<file path="src/rtl/ssd_pkg.sv">
// Shared seven-segment definitions: active-low segment codes, scan slot
// encoding and digit-enable helper, reused by every display block.
package ssd_pkg;

  // Segment codes {a,b,c,d,e,f,g}, active-low (0 = segment lit).
  localparam logic [6:0] SEG_0   = 7'b0000001;
  localparam logic [6:0] SEG_1   = 7'b1001111;
  localparam logic [6:0] SEG_2   = 7'b0010010;
  localparam logic [6:0] SEG_3   = 7'b0000110;
  localparam logic [6:0] SEG_4   = 7'b1001100;
  localparam logic [6:0] SEG_5   = 7'b0100100;
  localparam logic [6:0] SEG_6   = 7'b0100000;
  localparam logic [6:0] SEG_7   = 7'b0001111;
  localparam logic [6:0] SEG_8   = 7'b0000000;
  localparam logic [6:0] SEG_9   = 7'b0000100;
  localparam logic [6:0] SEG_F   = 7'b0111000;
  localparam logic [6:0] SEG_OFF = 7'b1111111;

  // Full 8-bit pattern with every segment and the decimal point dark.
  localparam logic [7:0] SEG_BLANK = 8'hFF;

  // All digit enables inactive (active-low).
  localparam logic [3:0] CTL_OFF = 4'b1111;

  // Scan position; SLOT0 is the rightmost digit.
  typedef enum logic [1:0] {SLOT0, SLOT1, SLOT2, SLOT3} slot_e;

  // Active-low one-cold digit enable for a scan slot.
  function automatic logic [3:0] ctl_for(input slot_e s);
    return ~(4'b0001 << s);
  endfunction

endpackage

</file>
<file path="src/rtl/bcd2ssd.sv">
// Combinational BCD to seven-segment decoder; codes 10-15 show "F".
module bcd2ssd
  import ssd_pkg::*;
(
  input  logic [3:0] bcd,
  output logic [6:0] seg
);

  // Table lookup of the active-low segment pattern.
  always_comb begin
    // NOTE: every path assigns seg, so no latch is inferred.
    case (bcd)
      4'd0:    seg = SEG_0;
      4'd1:    seg = SEG_1;
      4'd2:    seg = SEG_2;
      4'd3:    seg = SEG_3;
      4'd4:    seg = SEG_4;
      4'd5:    seg = SEG_5;
      4'd6:    seg = SEG_6;
      4'd7:    seg = SEG_7;
      4'd8:    seg = SEG_8;
      4'd9:    seg = SEG_9;
      default: seg = SEG_F;
    endcase
  end

endmodule

</file>
<file path="src/rtl/ssd_scan_ctrl.sv">
// Four-digit multiplexed seven-segment scan controller with prescaler,
// frame-aligned shadow registers, ghost blanking, enable gating and
// leading-zero blanking. All outputs are registered.
module ssd_scan_ctrl
  import ssd_pkg::*;
#(
  parameter int SCAN_DIV  = 100000,
  parameter int BLANK_CYC = 2
) (
  input  logic        clk,
  input  logic        rst,
  input  logic [15:0] val,
  input  logic [3:0]  dp,
  input  logic        en,
  input  logic        lzb,
  output logic [7:0]  ssd_seg,
  output logic [3:0]  ssd_ctl,
  output logic        frame_start
);

  localparam int CW = (SCAN_DIV > 1) ? $clog2(SCAN_DIV) : 1;
  localparam logic [CW-1:0] CNT_LAST = CW'(SCAN_DIV - 1);
  localparam logic [CW-1:0] CNT_BLNK = CW'(BLANK_CYC);

  logic [CW-1:0] cnt, cnt_nx;
  slot_e         idx, idx_nx;
  logic [15:0]   sh_val, sh_val_nx;
  logic [3:0]    sh_dp, sh_dp_nx;
  logic          tick, wrap;
  logic [3:0]    digit;
  logic          lead_blank;
  logic [6:0]    seg7;
  logic [7:0]    seg_nx;
  logic [3:0]    ctl_nx;

  // Next-state of prescaler, scan slot and shadow, plus the output pattern
  // for the slot being entered, so outputs change on the same edge as cnt/idx.
  always_comb begin
    tick      = (cnt == CNT_LAST);
    wrap      = tick && (idx == SLOT3);
    cnt_nx    = tick ? '0 : cnt + 1'b1;
    idx_nx    = tick ? slot_e'(idx + 2'd1) : idx;
    sh_val_nx = wrap ? val : sh_val;
    sh_dp_nx  = wrap ? dp  : sh_dp;

    digit      = sh_val_nx[3:0];
    lead_blank = 1'b0;
    case (idx_nx)
      SLOT0: digit = sh_val_nx[3:0];
      SLOT1: begin
        digit      = sh_val_nx[7:4];
        lead_blank = (sh_val_nx[15:4] == 12'h000);
      end
      SLOT2: begin
        digit      = sh_val_nx[11:8];
        lead_blank = (sh_val_nx[15:8] == 8'h00);
      end
      SLOT3: begin
        digit      = sh_val_nx[15:12];
        lead_blank = (sh_val_nx[15:12] == 4'h0);
      end
      default: ;
    endcase

    seg_nx = {(lzb && lead_blank) ? SEG_OFF : seg7, ~sh_dp_nx[idx_nx]};
    ctl_nx = (!en || (cnt_nx < CNT_BLNK)) ? CTL_OFF : ctl_for(idx_nx);
  end

  bcd2ssd u_dec (
    .bcd (digit),
    .seg (seg7)
  );

  // Registered scan state, shadow and outputs with synchronous reset.
  always_ff @(posedge clk) begin
    // NOTE: only a handful of flops here, so all of them are reset,
    // including the shadow that feeds the first displayed frame.
    if (rst) begin
      cnt         <= '0;
      idx         <= SLOT0;
      sh_val      <= '0;
      sh_dp       <= '0;
      ssd_ctl     <= CTL_OFF;
      ssd_seg     <= SEG_BLANK;
      frame_start <= 1'b0;
    end else begin
      // NOTE: non-blocking assignments so every flop samples pre-edge values.
      cnt         <= cnt_nx;
      idx         <= idx_nx;
      sh_val      <= sh_val_nx;
      sh_dp       <= sh_dp_nx;
      ssd_ctl     <= ctl_nx;
      ssd_seg     <= seg_nx;
      frame_start <= wrap;
    end
  end

endmodule

</file>
<file path="config.mk">
export PLATFORM = sky130hd
export DESIGN_NAME = ssd_scan_ctrl
export DESIGN_NICKNAME = d
export VERILOG_FILES = /design/src/rtl/ssd_pkg.sv /design/src/rtl/bcd2ssd.sv /design/src/rtl/ssd_scan_ctrl.sv
export SDC_FILE = /design/constraint.sdc
export NUM_CORES = 1
export LEC_CHECK = 0
export CORE_AREA = 2 2 73 75
export DETAILED_ROUTE_END_ITERATION = 8
export DIE_AREA = 0 0 75 77
export HOLD_SLACK_MARGIN = 0.15
export PLACE_DENSITY = 0.82
export SKIP_LAST_GASP = 1
export SYNTH_ARGS = -nofsm -noshare
export SYNTH_HDL_FRONTEND = slang
export SYNTH_SLANG_ARGS = --single-unit
</file>
<file path="constraint.sdc">
create_clock -name clk -period 8.25 [get_ports clk]
set_input_delay 1.65 -clock clk [delete_from_list [all_inputs] [get_ports clk]]
set_output_delay 1.65 -clock clk [all_outputs]
set_load 0.01 [all_outputs]
</file>
==> impl_results.md, run 1 <==
- CP Buf/Inv Count: 1
- Slew Viols, Final: 0
- Vias in the first global route: 2403
- Vias/cell: 5.87
- Max stage delay on crit path: 0.71 ns
- WHS: 0.457 ns
- Post-layout net count: 399
- Crit path depth: 11
- Synth Area in Compound Gates: 16.9%
- Final setup margin: 4.12 ns
- RSZ-0062 raised after global routing: no
- Final antenna-violating net count: 0
- Post-DP HPWL: 4810 µm
- Pre-CTS setup slack: 4.20 ns
- Peak supply drop: 0.0878 mV
- Post-synth top flop: dfxtp_1
- WHS Endpoint: sh_dp[0]$_SDFF_PP0_
- H-tree levels: 2
- Clk pwr share: 37.5%
- Pre-antenna DRT Iters: 4
- Largest net degree at the start of global routing: 29
- Drt initial violations: 157
- Antenna violations before repair: 0
- Drt wl/cell: 15.3 µm
- Die area: 5780 µm²
- Post-synthesis xor/xnor area fraction: 5.54%
- Reg clk slew, reported paths: 0.09 ns
- Worst Setup End Kind: flip-flop
- First-pass GRT wire length: 11200 µm
- Hold_sp: sh_dp[0]$_SDFF_PP0_
- Net Count, Synth: 375
- Clock buffer count from CTS: 5
- Resized Gates After CTS: 0
- Tmin final: 4.13 ns
- Max transition margin: 32.2%
- Initial Utilization: 57.2%
- Power density over the cells: 138 nW/µm²
- DR top layer: met4
- Critical Path Fanout Max: 19
- Clock Path Buffers: 2
- Setup violations, final: 0
- Metal-1 WL: 3060 µm
- R2r setup slk: 4.12 ns
- Total Routing Usage GR: 24.8%
- Vias: 2571
- Req. time, crit path: 8.40 ns
- Critical path class: reg -> reg
- Synth Warn #: 0
- Crit path DAT: 4.28 ns
- Post-Route Skew: 0.00630 ns
- Seq/Total Area, Yosys: 36.6%
- # IOs: 37
- Combinational Power Share: 6.8%
- CP max-delay cell: a2111oi_2
- Syn-to-layout area delta: 17.1%
- Worst skew pair latency: 0.31 ns
- FF-to-FF path depth: 11
- Worst Hold Class: reg -> reg
- P_leak: 1.27 nW
- Post-synthesis cell count: 343
- RR Startpoint: cnt[0]$_SDFF_PP0_
- Rows: 26
- CTS tree: built
- Fraction of layout cells with a size suffix above 1: 4.89%
- Least-Margin Pin Slew: 0.989 ns
- # diodes: 0
- Met3 routed WL: 349 µm
- Crit path cell chain: ha_1 -> nand4_1 -> nor4_4 -> nand2_1 -> mux2i_1 -> a2111oi_2 -> inv_1 -> ha_1 -> a21boi_0 -> a31oi_1 -> o221ai_1
- # clock sinks: 52
- Core area: 4980 µm²
- DIE HEIGHT: 77 µm
- Port Buffers: 36
- Status: complete, no violations
- Most Frequent Cell on Critical Path: ha_1
- Residual DRC: 0
- Post-CTS setup buffers: 0
- Maxcap violations: 0
- Final WL: 6720 µm
- Largest family of logic cells by synthesized area: simple AND/OR/NAND/NOR gates
- Switching power: 0.0980 mW
- Fraction of registers with async set/reset: 0%
- Met2 wire length: 3190 µm
- Worst Setup Start Kind: flip-flop
- Die width: 75 µm
- Hold Crit Depth: 2
- Switching part of the total: 21.3%
- Clock Tree Root: clkbuf_8
- Syn_area_per_cell: 8.30 µm²
- Unique masters post-synth: 54
- Sequential cell fraction of total power: 55.7%
- Post-route clock period utilization: 50.1%
- Max Freq: 242 MHz
- Syn Std Cell Area: 2850 µm²
- Post-Synth Simple-Gate Area: 27.6%
- CP startpoint: cnt[0]$_SDFF_PP0_
- Seq cells post-synth: 52
- GP Congestion: 0.933
- Post-synthesis mux area share: 6.02%
- Setup_tns: 0 ns
- Hold Violations, Final: 0
- Total grt overflow: 0
- Hold_buf cts: 0
- Cell family with most CP delay: simple AND/OR/NAND/NOR gates
- EDFF count, synth: 0
- Adder-Cell Fraction of Synth Area: 3.52%
- Critical R2R Capture: ssd_seg[3]$_SDFF_PP1_
- Pint: 0.362 mW
how the worst max path moves through the flow:
stage	to	slack [ns]
2_1_floorplan	ssd_seg[3]$_SDFF_PP1_	4.99
3_3_place_gp	ssd_seg[3]$_SDFF_PP1_	4.33
3_5_place_dp	ssd_seg[3]$_SDFF_PP1_	4.20
4_1_cts	ssd_seg[3]$_SDFF_PP1_	4.18
5_1_grt	ssd_seg[3]$_SDFF_PP1_	3.83
6_report	ssd_seg[3]$_SDFF_PP1_	4.12
cells by family (layout without fill, tap and decap cells):
group           count (synthesis)  after routing
simple gates                  154            154
compound gates                 66             66
flops                          52             52
buf+inv                        28             53
xor+xnor                       18             18
mux                            17             17
fa+ha+maj                       8              8
layout by cell type (no fill, tap or decap), types with 3 or more instances in the layout:
cell / count
a211oi_1: 7
a21boi_0: 7
a21oi_1: 16
and2_1: 6
and3_1: 6
clkbuf_8: 5
clkdlybuf4s50_1: 36
dfxtp_1: 52
ha_1: 8
inv_1: 7
mux2i_1: 16
nand2_1: 46
nand3_1: 13
nand4_1: 7
nand4b_1: 3
nor2_1: 38
nor2b_1: 6
nor3_1: 8
nor4_1: 7
o211ai_1: 3
o21a_1: 3
o21ai_0: 4
o21ai_1: 4
xnor2_1: 9
xor2_1: 9
per-stage QoR:
stage                     util (%)  area (µm²)  power (mW)  instances
after CTS                     67.0        3330       0.464        438
after detailed placement      64.8        3230       0.293        430
final                         67.0        3330       0.460        438
after global placement        64.8        3230       0.293        430
after floorplan                  -        2850       0.273        343
after global routing          67.0        3330       0.477        438
area by class of cell:
cell class,instances,area [µm²]
repair buffers,38,375
fillers,410,1640
clock buffers,6,72.6
inverters,7,26.3
multi-input cells,263,1700
clock inverters,2,35.0
flip-flops and latches,52,1040
well taps,70,87.6
state kept, by name (all words and copies together) (netlist names):
name and flops:
cnt 17, sh_val 16, ssd_seg 8, sh_dp 4
ssd_ctl 4, idx 2, frame_start 1
routing by layer:
metal	global-route usage, %	vias to the layer above
met2	38.2	81
met3	4.60	13
met1	34.3	1203
li1	-	1274
met4	8.39	0
met5	0	-
power by group through the flow:
stage	Combinational (mW)	Sequential [mW]	Clock (mW)
final	0.0313	0.256	0.173
after global placement	0.0309	0.262	0
after detailed placement	0.0312	0.262	0
after CTS	0.0313	0.256	0.177
after global routing	0.0338	0.257	0.187
after floorplan	0.0108	0.262	0
worst register-to-register path, cell delays in order (launching register included):
cell and delay, ns:
dfxtp_1 0.38, ha_1 0.27, nand4_1 0.35, nor4_4 0.51, nand2_1 0.55, mux2i_1 0.30, a2111oi_2 0.71, inv_1 0.20
ha_1 0.26, a21boi_0 0.13, a31oi_1 0.17, o221ai_1 0.13
cell usage after synthesis, drive strengths merged, types with 2 or more instances:
| cell type | instances | share of area (%) |
|---|---|---|
| dfxtp | 52 | 37 |
| nand2 | 46 | 6.1 |
| nor2 | 38 | 5.0 |
| clkbuf | 17 | 2.2 |
| a21oi | 16 | 2.8 |
| mux2i | 16 | 5.6 |
| nand3 | 13 | 2.3 |
| nor4 | 9 | 2.7 |
| xnor2 | 9 | 2.8 |
| xor2 | 9 | 2.8 |
| ha | 8 | 3.5 |
| nor3 | 8 | 1.4 |
| o21ai | 8 | 1.4 |
| a211oi | 7 | 1.8 |
| a21boi | 7 | 1.8 |
| inv | 7 | 0.92 |
| nand4 | 7 | 1.5 |
| and2 | 6 | 1.3 |
| and3 | 6 | 1.3 |
| nor2b | 6 | 1.3 |
| a2111oi | 4 | 2.1 |
| buf | 4 | 0.66 |
| o211ai | 4 | 1.2 |
| nand4b | 3 | 0.92 |
| o21a | 3 | 0.79 |
| a21o | 2 | 0.53 |
| a221oi | 2 | 0.62 |
| a31oi | 2 | 0.44 |
| nand2b | 2 | 0.44 |
| nor4b | 2 | 0.62 |
| o22ai | 2 | 0.44 |
| or4 | 2 | 0.53 |
| or4b | 2 | 0.97 |
Note: power is estimated with default switching activity, not from simulation.
==> run 2, diff against run 1 <==
--- a/config.mk
+++ b/config.mk
@@ -5,11 +5,11 @@
 export SDC_FILE = /design/constraint.sdc
 export NUM_CORES = 1
 export LEC_CHECK = 0
-export CORE_AREA = 2 2 73 75
+export CORE_AREA = 2 2 79 81
 export DETAILED_ROUTE_END_ITERATION = 8
-export DIE_AREA = 0 0 75 77
+export DIE_AREA = 0 0 81 83
 export HOLD_SLACK_MARGIN = 0.15
-export PLACE_DENSITY = 0.82
+export PLACE_DENSITY = 0.74
 export SKIP_LAST_GASP = 1
 export SYNTH_ARGS = -nofsm -noshare
 export SYNTH_HDL_FRONTEND = slang
==> constraint.sdc (replaced) <==
create_clock -name clk -period 3.66 [get_ports clk]
set_input_delay 0.732 -clock clk [delete_from_list [all_inputs] [get_ports clk]]
set_output_delay 0.732 -clock clk [all_outputs]
set_load 0.01 [all_outputs]
==> run 2 against run 1 <==
Sequential share of layout area fell by 0.70 points. Via count decreased by 1.4%. Worst hold slack worse by 0.0079 ns. Critical path depth decreased by 1. Final area grew 2.3%. Sequential power increased by 130%. Register-to-register slack lost 3.7 ns. Clock skew increased by 0.0048 ns. Core utilization decreased by 8.3 points.
==> impl_results.md, run 2 (same netlist as run 1, synthesis figures left out) <==
- Tmin final: 3.28 ns (-0.854 ns)
- Final WL: 6740 µm (+0.31%)
- Least-Margin Pin Slew: 0.788 ns (-0.201 ns)
- Maxcap violations: 0 (unchanged)
- Sequential cell fraction of total power: 58.7% (+3.0 points)
- Combinational Power Share: 7.1% (+0.3 points)
- Met3 routed WL: 310 µm (-11%)
- # IOs: 37 (unchanged)
- Worst Setup Start Kind: flip-flop
- Critical R2R Capture: ssd_seg[3]$_SDFF_PP1_
- Setup_tns: 0 ns (unchanged)
- CP max-delay cell: or4b_4
- H-tree levels: 2 (unchanged)
- First-pass GRT wire length: 11100 µm (-0.74%)
- Pre-antenna DRT Iters: 5 (+1)
- Setup crit end: ssd_seg[3]$_SDFF_PP1_
- Critical Path Fanout Max: 7 (-12)
- Max transition margin: 47.3% (+15 points)
- Most frequent cells in the layout: dfxtp_1, nand2_1, nor2_1
- Vias/cell: 5.60 (-4.6%)
- Final antenna-violating net count: 0 (unchanged)
- Worst Setup End Kind: flip-flop
- Hold Violations, Final: 0 (unchanged)
- P_leak: 1.32 nW (+3.3%)
- Clk pwr share: 34.1% (-3.4 points)
- Multi-input gate area: 1700 µm² (unchanged)
- Total Routing Usage GR: 20.9% (-3.9 points)
- Pint: 0.767 mW (+110%)
- Resized Gates After CTS: 0 (unchanged)
- Initial Utilization: 48.9% (-8.2 points)
- Status: complete, no violations
- Total grt overflow: 0 (unchanged)
- GP Congestion: 0.922 (-1.1%)
- Switching power: 0.215 mW (+120%)
- Port Buffers: 36 (unchanged)
- Drt wl/cell: 14.9 µm (-3.0%)
- Tot Pwr: 0.983 mW (+110%)
- Post-DP HPWL: 5090 µm (+5.8%)
- Max reg flops: 17 (unchanged)
- Switching part of the total: 21.9% (+0.62 points)
- Max stage delay on crit path: 0.59 ns (-0.12 ns)
- FF-to-FF path depth: 10 (-1)
- Rows: 28 (+7.7%)
- Setup violations, final: 0 (unchanged)
- Die area: 6720 µm² (+16%)
- RSZ-0062 raised after global routing: no
- FF/Latch Area: 1040 µm² (unchanged)
- Pre-CTS setup slack: 0.377 ns (-3.83 ns)
- Worst Hold Class: reg -> reg
- # clock sinks: 52 (unchanged)
- Commonest non-fill, non-tap cell in the layout: dfxtp_1
- Residual DRC: 0 (unchanged)
- Post-CTS setup buffers: 0 (unchanged)
- Clock Path Buffers: 2 (unchanged)
- Crit path depth: 10 (-1)
- Die width: 81 µm (+8.0%)
- CTS tree: built
- Crit path DAT: 3.43 ns (-0.85 ns)
- Worst skew pair latency: 0.31 ns (about the same)
- Reg clk slew, reported paths: 0.09 ns (about the same)
- Req. time, crit path: 3.82 ns (-4.58 ns)
- Final setup margin: 0.384 ns (-3.74 ns)
- Peak supply drop: 0.129 mV (+48%)
- Post-Route Skew: 0.0111 ns (+0.00480 ns)
- Slew Viols, Final: 0 (unchanged)
- Max Freq: 305 MHz (+26%)
- Filler instances: 538 (+31%)
- DR top layer: met4
- Clock Tree Root: clkbuf_8
- Hold_buf cts: 0 (unchanged)
- Vias: 2536 (-1.4%)
- # diodes: 0 (unchanged)
- Crit path cell chain: or4b_4 -> nor4_2 -> mux2i_1 -> a211oi_1 -> a2111oi_2 -> inv_1 -> ha_1 -> a21boi_0 -> a31oi_1 -> o221ai_1
- Vias in the first global route: 2294 (-4.5%)
- Post-route clock period utilization: 89.5% (+39 points)
- Largest registers: cnt (17), sh_val (16), ssd_seg (8)
- Most flops, register: cnt
- Met2 wire length: 3020 µm (-5.1%)
- Power density over the cells: 288 nW/µm² (+110%)
- Fraction of layout cells with a size suffix above 1: 7.14% (+2.3 points)
- Hold_sp: sh_dp[3]$_SDFF_PP0_
- Drt initial violations: 230 (+46%)
- CP Buf/Inv Count: 1 (unchanged)
- DIE HEIGHT: 83 µm (+7.8%)
- Critical path class: reg -> reg
- Metal-1 WL: 3320 µm (+8.4%)
- R2r setup slk: 0.38 ns (-3.74 ns)
- Clock buffer count from CTS: 5 (unchanged)
- Cell family with most CP delay: simple AND/OR/NAND/NOR gates
- Post-layout net count: 409 (+2.5%)
- CP startpoint: cnt[11]$_SDFF_PP0_
- Largest net degree at the start of global routing: 21 (-28%)
- Syn-to-layout area delta: 19.8%
- RR Startpoint: cnt[11]$_SDFF_PP0_
- Core area: 5820 µm² (+17%)
- Antenna violations before repair: 0 (unchanged)
[run 2: worst min path at each step]
| stage | to | slack (ns) | cells past startpoint |
|---|---|---|---|
| floorplan | cnt[0]$_SDFF_PP0_ | 0.43 | 1 |
| finish | sh_dp[3]$_SDFF_PP0_ | 0.45 | 2 |
| global route | sh_dp[3]$_SDFF_PP0_ | 0.47 | 2 |
| global placement | sh_dp[3]$_SDFF_PP0_ | 0.44 | 2 |
| detailed placement | sh_dp[3]$_SDFF_PP0_ | 0.44 | 2 |
| CTS | sh_dp[3]$_SDFF_PP0_ | 0.45 | 2 |
[run 2: final cells by class]
cell class / instances / area share, %
clock buffers: 8 / 2.64
multi-input cells: 263 / 49.7
repair buffers: 48 / 13.6
flip-flops and latches: 52 / 30.5
inverters: 7 / 0.770
well taps: 75 / 2.75
[run 2: stage by stage]
stage / hold WS (ns) / instance area (µm²) / util (%) / instances
finish: 0.449 / 3410 / 58.6 / 453
global route: 0.469 / 3410 / 58.6 / 453
CTS: 0.452 / 3410 / 58.6 / 453
detailed placement: 0.439 / 3320 / 57.1 / 445
global placement: 0.437 / 3320 / 57.1 / 445
floorplan: 0.426 / 2850 / - / 343
[run 2: power by group through the flow]
| stage | combinational [mW] | sequential [mW] | clock (mW) |
|---|---|---|---|
| after detailed placement | 0.0701 | 0.590 | 0 |
| final | 0.0702 | 0.577 | 0.335 |
| after CTS | 0.0702 | 0.577 | 0.342 |
| after global routing | 0.0761 | 0.578 | 0.363 |
| after global placement | 0.0702 | 0.590 | 0 |
| after floorplan | 0.0244 | 0.591 | 0 |
[run 2: routing by layer]
metal	global-route usage (%)	vias to the layer above
met5	0	-
met2	31.4	70
met3	3.04	9
met4	5.24	0
li1	-	1296
met1	31.1	1161
[run 2: worst register-to-register path, cell delays in order (launching register included)]
cell and delay [ns]:
dfxtp_1 0.38, or4b_4 0.59, nor4_2 0.47, mux2i_1 0.36
a211oi_1 0.09, a2111oi_2 0.43, inv_1 0.14, ha_1 0.23
a21boi_0 0.13, a31oi_1 0.17, o221ai_1 0.13
